`src/rtl/loader_pkg.sv`:
```
// Shared types and sizing constants for the program loader.
// Holds the load FSM state enum and default widths.
package loader_pkg;

  localparam int ADDR_W_DEF = 8;
  localparam int DATA_W_DEF = 8;
  // Length byte 0 encodes a full 2**ADDR_W image,
  // so the byte counter needs one extra bit.
  localparam int CNT_W_DEF  = ADDR_W_DEF + 1;

  typedef enum logic [2:0] {
    LOAD_LEN,
    LOAD_DATA,
    LOAD_CSUM,
    LOAD_DONE,
    LOAD_ERR
  } loadState_t;

  function automatic int cntWidth(input int addrW);
    return addrW + 1;
  endfunction

  function automatic logic isStreaming(
    input loadState_t s
  );
    return (s == LOAD_LEN) ||
           (s == LOAD_DATA) ||
           (s == LOAD_CSUM);
  endfunction

endpackage

```
`src/rtl/prog_ram.sv`:
```
// Program RAM: 2**ADDR_W x DATA_W, one sync write, one async read.
// Ports: clk; we/waddr/wdata write port; raddr -> rdata read port.
module prog_ram
  import loader_pkg::*;
#(
  parameter int ADDR_W = ADDR_W_DEF,
  parameter int DATA_W = DATA_W_DEF
) (
  input  logic              clk,
  input  logic              we,
  input  logic [ADDR_W-1:0] waddr,
  input  logic [DATA_W-1:0] wdata,
  input  logic [ADDR_W-1:0] raddr,
  output logic [DATA_W-1:0] rdata
);

  localparam int DEPTH = 2 ** ADDR_W;

  logic [DATA_W-1:0] mem [DEPTH];

  // Contents are deliberately never cleared by reset.
  always_ff @(posedge clk) begin
    if (we) begin
      mem[waddr] <= wdata;
    end
  end

  // Same-cycle read of the address being written
  // returns the old value.
  assign rdata = mem[raddr];

endmodule

```
`src/rtl/prog_loader.sv`:
```
// Program loader: byte stream -> RAM, holds CPU in reset until checksum ok.
// Ports: clk, rst (sync, active-low); in_data/in_valid/in_ready stream;
// mem_addr -> mem_val async read; cpu_rst, load_done, load_err status.
module prog_loader
  import loader_pkg::*;
#(
  parameter int ADDR_W = ADDR_W_DEF,
  parameter int DATA_W = DATA_W_DEF
) (
  input  logic              clk,
  input  logic              rst,
  input  logic [DATA_W-1:0] in_data,
  input  logic              in_valid,
  output logic              in_ready,
  input  logic [ADDR_W-1:0] mem_addr,
  output logic [DATA_W-1:0] mem_val,
  output logic              cpu_rst,
  output logic              load_done,
  output logic              load_err
);

  localparam int CNT_W = cntWidth(ADDR_W);

  loadState_t        state;
  logic [CNT_W-1:0]  count;
  logic [ADDR_W-1:0] wrPtr;
  logic [DATA_W-1:0] acc;

  logic              xfer;
  logic              wrEn;
  logic [CNT_W-1:0]  lenVal;
  logic [DATA_W-1:0] csumSum;

  // rst is folded in so no RAM write can slip
  // through on a reset edge.
  assign xfer    = rst & in_valid & in_ready;
  assign wrEn    = xfer & (state == LOAD_DATA);
  assign csumSum = acc + in_data;

  // Length 0 stands for a full-depth image.
  always_comb begin
    lenVal = CNT_W'(in_data);
    if (lenVal == '0) begin
      lenVal = CNT_W'(1) << ADDR_W;
    end
  end

  always_ff @(posedge clk) begin
    if (!rst) begin
      state     <= LOAD_LEN;
      count     <= '0;
      wrPtr     <= '0;
      acc       <= '0;
      in_ready  <= 1'b0;
      cpu_rst   <= 1'b1;
      load_done <= 1'b0;
      load_err  <= 1'b0;
    end else begin
      unique case (state)
        LOAD_LEN: begin
          in_ready <= 1'b1;
          if (xfer) begin
            count <= lenVal;
            wrPtr <= '0;
            acc   <= '0;
            state <= LOAD_DATA;
          end
        end
        LOAD_DATA: begin
          in_ready <= 1'b1;
          if (xfer) begin
            acc   <= acc + in_data;
            wrPtr <= wrPtr + ADDR_W'(1);
            count <= count - CNT_W'(1);
            if (count == CNT_W'(1)) begin
              state <= LOAD_CSUM;
            end
          end
        end
        LOAD_CSUM: begin
          if (xfer) begin
            in_ready <= 1'b0;
            if (csumSum == '0) begin
              state     <= LOAD_DONE;
              cpu_rst   <= 1'b0;
              load_done <= 1'b1;
            end else begin
              state    <= LOAD_ERR;
              load_err <= 1'b1;
            end
          end else begin
            in_ready <= 1'b1;
          end
        end
        LOAD_DONE, LOAD_ERR: begin
          in_ready <= 1'b0;
        end
        default: begin
          // Unreachable encodings park safely with CPU held.
          state    <= LOAD_ERR;
          in_ready <= 1'b0;
          load_err <= 1'b1;
        end
      endcase
    end
  end

  prog_ram #(
    .ADDR_W (ADDR_W),
    .DATA_W (DATA_W)
  ) uRam (
    .clk   (clk),
    .we    (wrEn),
    .waddr (wrPtr),
    .wdata (in_data),
    .raddr (mem_addr),
    .rdata (mem_val)
  );

endmodule
```
`config.mk`:
```
export PLATFORM = sky130hd
export DESIGN_NAME = prog_loader
export DESIGN_NICKNAME = d
export VERILOG_FILES = /design/src/rtl/loader_pkg.sv /design/src/rtl/prog_ram.sv /design/src/rtl/prog_loader.sv
export SDC_FILE = /design/constraint.sdc
export NUM_CORES = 2
export LEC_CHECK = 0
export BUFFER_PORTS_ARGS = -buffer_cell sky130_fd_sc_hd__buf_2
export CAP_MARGIN = 20
export CORE_MARGIN = 2
export CORE_UTILIZATION = 65
export CTS_BUF_LIST = sky130_fd_sc_hd__clkbuf_8
export CTS_CLUSTER_SIZE = 16
export DETAILED_ROUTE_END_ITERATION = 8
export PLACE_DENSITY = 0.77
export SETUP_SLACK_MARGIN = 0.3
export SLEW_MARGIN = 20
export SYNTH_ARGS = -nofsm -noshare
export SYNTH_HDL_FRONTEND = slang
export SYNTH_SLANG_ARGS = --single-unit
```
`constraint.sdc`:
```
create_clock -name clk -period 3.2 [get_ports clk]
set_input_delay 0.64 -clock clk [delete_from_list [all_inputs] [get_ports clk]]
set_output_delay 0.64 -clock clk [all_outputs]
set_load 0.01 [all_outputs]
```
==> flow_metrics.tcl <==
set metrics [dict create \
    fmax_mhz 242 \
    route.detailed.drc 0 \
    layout_setup_ws_ns -0.932 \
    required_ns 2.56 \
    first_pass_iters 5 \
    root_buffer "clkbuf_8" \
    grt_use_met1_pct 44.3 \
    synthesis.nets 3881 \
    ir_drop_uv 506 \
    powerDensity_mw_per_mm2 563 \
    layout-drive-gt1-share_pct 34.2 \
    antenna_found_initial 8 \
    final_cell_count_no_fill 6514 \
    yosys_warnings 0 \
    grtUsageMet3_pct 6.95 \
    swShare_pct 21.8 \
    violations "negative setup slack" \
    dieWidth_um 356 \
    clkTransAtPathRegs_ns 0.06 \
    ioPinCount 31 \
    synthesis.instances 3848 \
    gp_congestion 0.861 \
    synth-seq-area-share_pct 77.0 \
    area_growth_pct 17.0 \
    synth_area_mm2 0.0807 \
    layout_common_cells "edfxtp_1 (2048), buf_4 (556), mux4_2 (473)" \
    grt_overflow 0 \
    numClockSinks 2080 \
    r2r_end "uRam.mem[182][1]" \
    dp_cells 5933 \
    hp-start "in_data[0]" \
    yosys_register_bits 2080 \
    min_period_over_period_pct 129 \
    grt_first_pass_wirelength_um 289000 \
    setup_viol 8 \
    grt_pass1_vias 43771 \
    rows 129 \
    worst-setup-path-type "flip-flop to primary output" \
    htree_levels 5 \
    vias_per_cell 6.67 \
    cts_made_buffers 331 \
    layout_commonest_cell "edfxtp_1" \
    synth-edff-count 2048 \
    clk_path_buf_depth 4 \
    r2r_start "state[1]" \
    vias 43448 \
    slew_headroom_pct 23.3 \
    start_util_pct 65.3 \
    cp-start-kind "flip-flop" \
    syn_avg_cell_area_um2 21.0 \
    coreArea_mm2 0.123 \
    reg2reg_depth 8 \
    path_max_fanout 1 \
    grtUsageTotal_pct 31.7 \
    min_to "uRam.mem[115][0]" \
    antenna_left 0 \
    slew_violations 0 \
    nets 4670 \
    power_frac_comb_pct 5.6 \
    yosys.cell_types.count 63 \
    status "complete, but fails checks" \
    tightest_slew_ns 1.15 \
    p_int_mw 41.5 \
    cts_tree "yes" \
    clkLatencyLatePin_ns 1.00 \
    drtIter0Drc 6339 \
    grt_max_degree 201 \
    hold_slack_ns 0.157 \
    rrSetupSlack_ns 0.43 \
    die_y_um 356 \
    wirelength_um 198000 \
    hold_path_class "input pin to flip-flop" \
    cp.arrival_ns 3.49 \
    port_buffers 30 \
    rsz0062_at_grt "yes" \
    place_hpwl_um 123000 \
    async_flop_share_pct 0 \
    skew_ns 0.0482 \
    power_frac_seq_pct 56.3 \
    busiest_layer "met2" \
    maxCapViolations 0 \
    finalCriticalPeriod_ns 4.13 \
    die_area_mm2 0.127 \
    hold_viol_final 0 \
    wl_per_cell_um 30.3 \
    synth_ff_type "edfxtp_1" \
    gr-usage-met2_pct 50.2 \
    min_path_cells 2 \
    pwr-share-clk_pct 38.0 \
    end_kind "primary output" \
    power_switching_mw 11.6 \
    power.leakage_nw 31.2 \
]
[flip-flops by register name, indices dropped and copies added (netlist names)]
register,cells
wrPtr,8
load_err,1
uRam.mem,2048
cpu_rst,1
load_done,1
acc,8
in_ready,1
state,3
count,9
[cell usage after synthesis (10+ instances only)]
cell type,n,area (µm²)
a211oi_1,35,263
a21oi_1,59,295
a221oi_1,26,228
a22o_1,39,342
a22oi_1,55,413
and2_1,11,68.8
buf_1,15,56.3
buf_2,55,275
buf_4,28,210
buf_6,27,304
clkbuf_1,103,387
dfxtp_1,32,641
edfxtp_1,2048,61500
ha_1,13,163
mux2i_1,80,801
mux4_1,10,263
mux4_2,472,10600
nand2_1,65,244
nand3_1,23,115
nor2_1,335,1260
nor2b_1,18,113
nor3_1,22,110
nor4_1,12,75.1
o211ai_1,10,75.1
o21ai_0,21,105
o221ai_1,16,140
o22ai_1,107,669
[power groups by stage]
stage,Sequential [mW],Combinational (mW),Clock (mW)
after detailed placement,30.5,2.81,0
after floorplan,30.5,1.40,0
final,29.9,2.99,20.2
after global placement,30.5,2.74,0
after global routing,29.9,3.15,21.6
after CTS,29.9,2.97,20.5
[stage by stage]
stage,util [%],power (mW),setup TNS [ns],instance area (µm²),setup WS [ns]
after CTS,76.3,53.4,-6.11,94200,-0.992
after global placement,71.0,33.2,-7.17,87700,-1.11
after floorplan,-,31.9,0,80900,0.193
after detailed placement,71.0,33.3,-7.40,87700,-1.15
final,76.4,53.1,-5.82,94300,-0.932
after global routing,76.4,54.6,-6.58,94300,-1.04
[worst max-delay path, stage by stage (launching register included)]
cell and delay, ns:
edfxtp_1 0.38, mux4_2 0.47, a22o_1 0.24, a211oi_2 0.15, buf_4 0.16, a21oi_2 0.04
buf_4 0.16, and3_4 0.18, o22ai_4 0.27, buf_6 0.16, nor3_4 0.04, buf_4 0.15
buf_6 0.11
[routing by layer]
layer	part of all wire [%]	vias to the layer above
met2	49	2866
li1	-	17710
met1	36	22418
met5	0.0066	-
met4	3.6	2
met3	11	452
[worst max-delay path by stage]
stage                           from  cells after the start         end
floorplan                mem_addr[0]                      9  mem_val[6]
CTS                 uRam.mem[231][0]                     12  mem_val[0]
finish              uRam.mem[231][0]                     12  mem_val[0]
detailed placement       mem_addr[0]                     13  mem_val[5]
global placement         mem_addr[0]                     13  mem_val[5]
global route        uRam.mem[226][0]                     12  mem_val[0]
[final cells by class]
cell class | instances | area [µm²]
diodes | 4 | 10.0
clock buffers | 337 | 4640
clock inverters | 232 | 1130
fillers | 6254 | 29100
inverters | 10 | 37.5
multi-input cells | 1525 | 17900
flip-flops and latches | 2080 | 62100
well taps | 1637 | 2050
repair buffers | 689 | 6430
[cell families after synthesis]
family                     count (synthesis)  synth area share (%)
AOI/OAI and AO/OA                        408                  3.56
xor gates and xnor gates                   6                0.0822
adders and majority gates                 14                 0.226
buffers and inverters                    243                  1.68
DFF                                     2080                  77.0
muxes                                    562                  14.5
and+or+nand+nor                          535                  2.92
[timing repair]
| item | 4_1_cts | 5_1_grt |
|---|---|---|
| gates resized for setup | 114 | 25 |
| setup endpoints to repair | 18 | 105 |
| pin swaps | 57 | 7 |
| hold endpoints to repair | 4 | 0 |
| hold buffers | 2 | 0 |
| setup buffers | 5 | 0 |
| gates cloned | 0 | 1 |
Note: power is estimated with default switching activity, not from simulation.
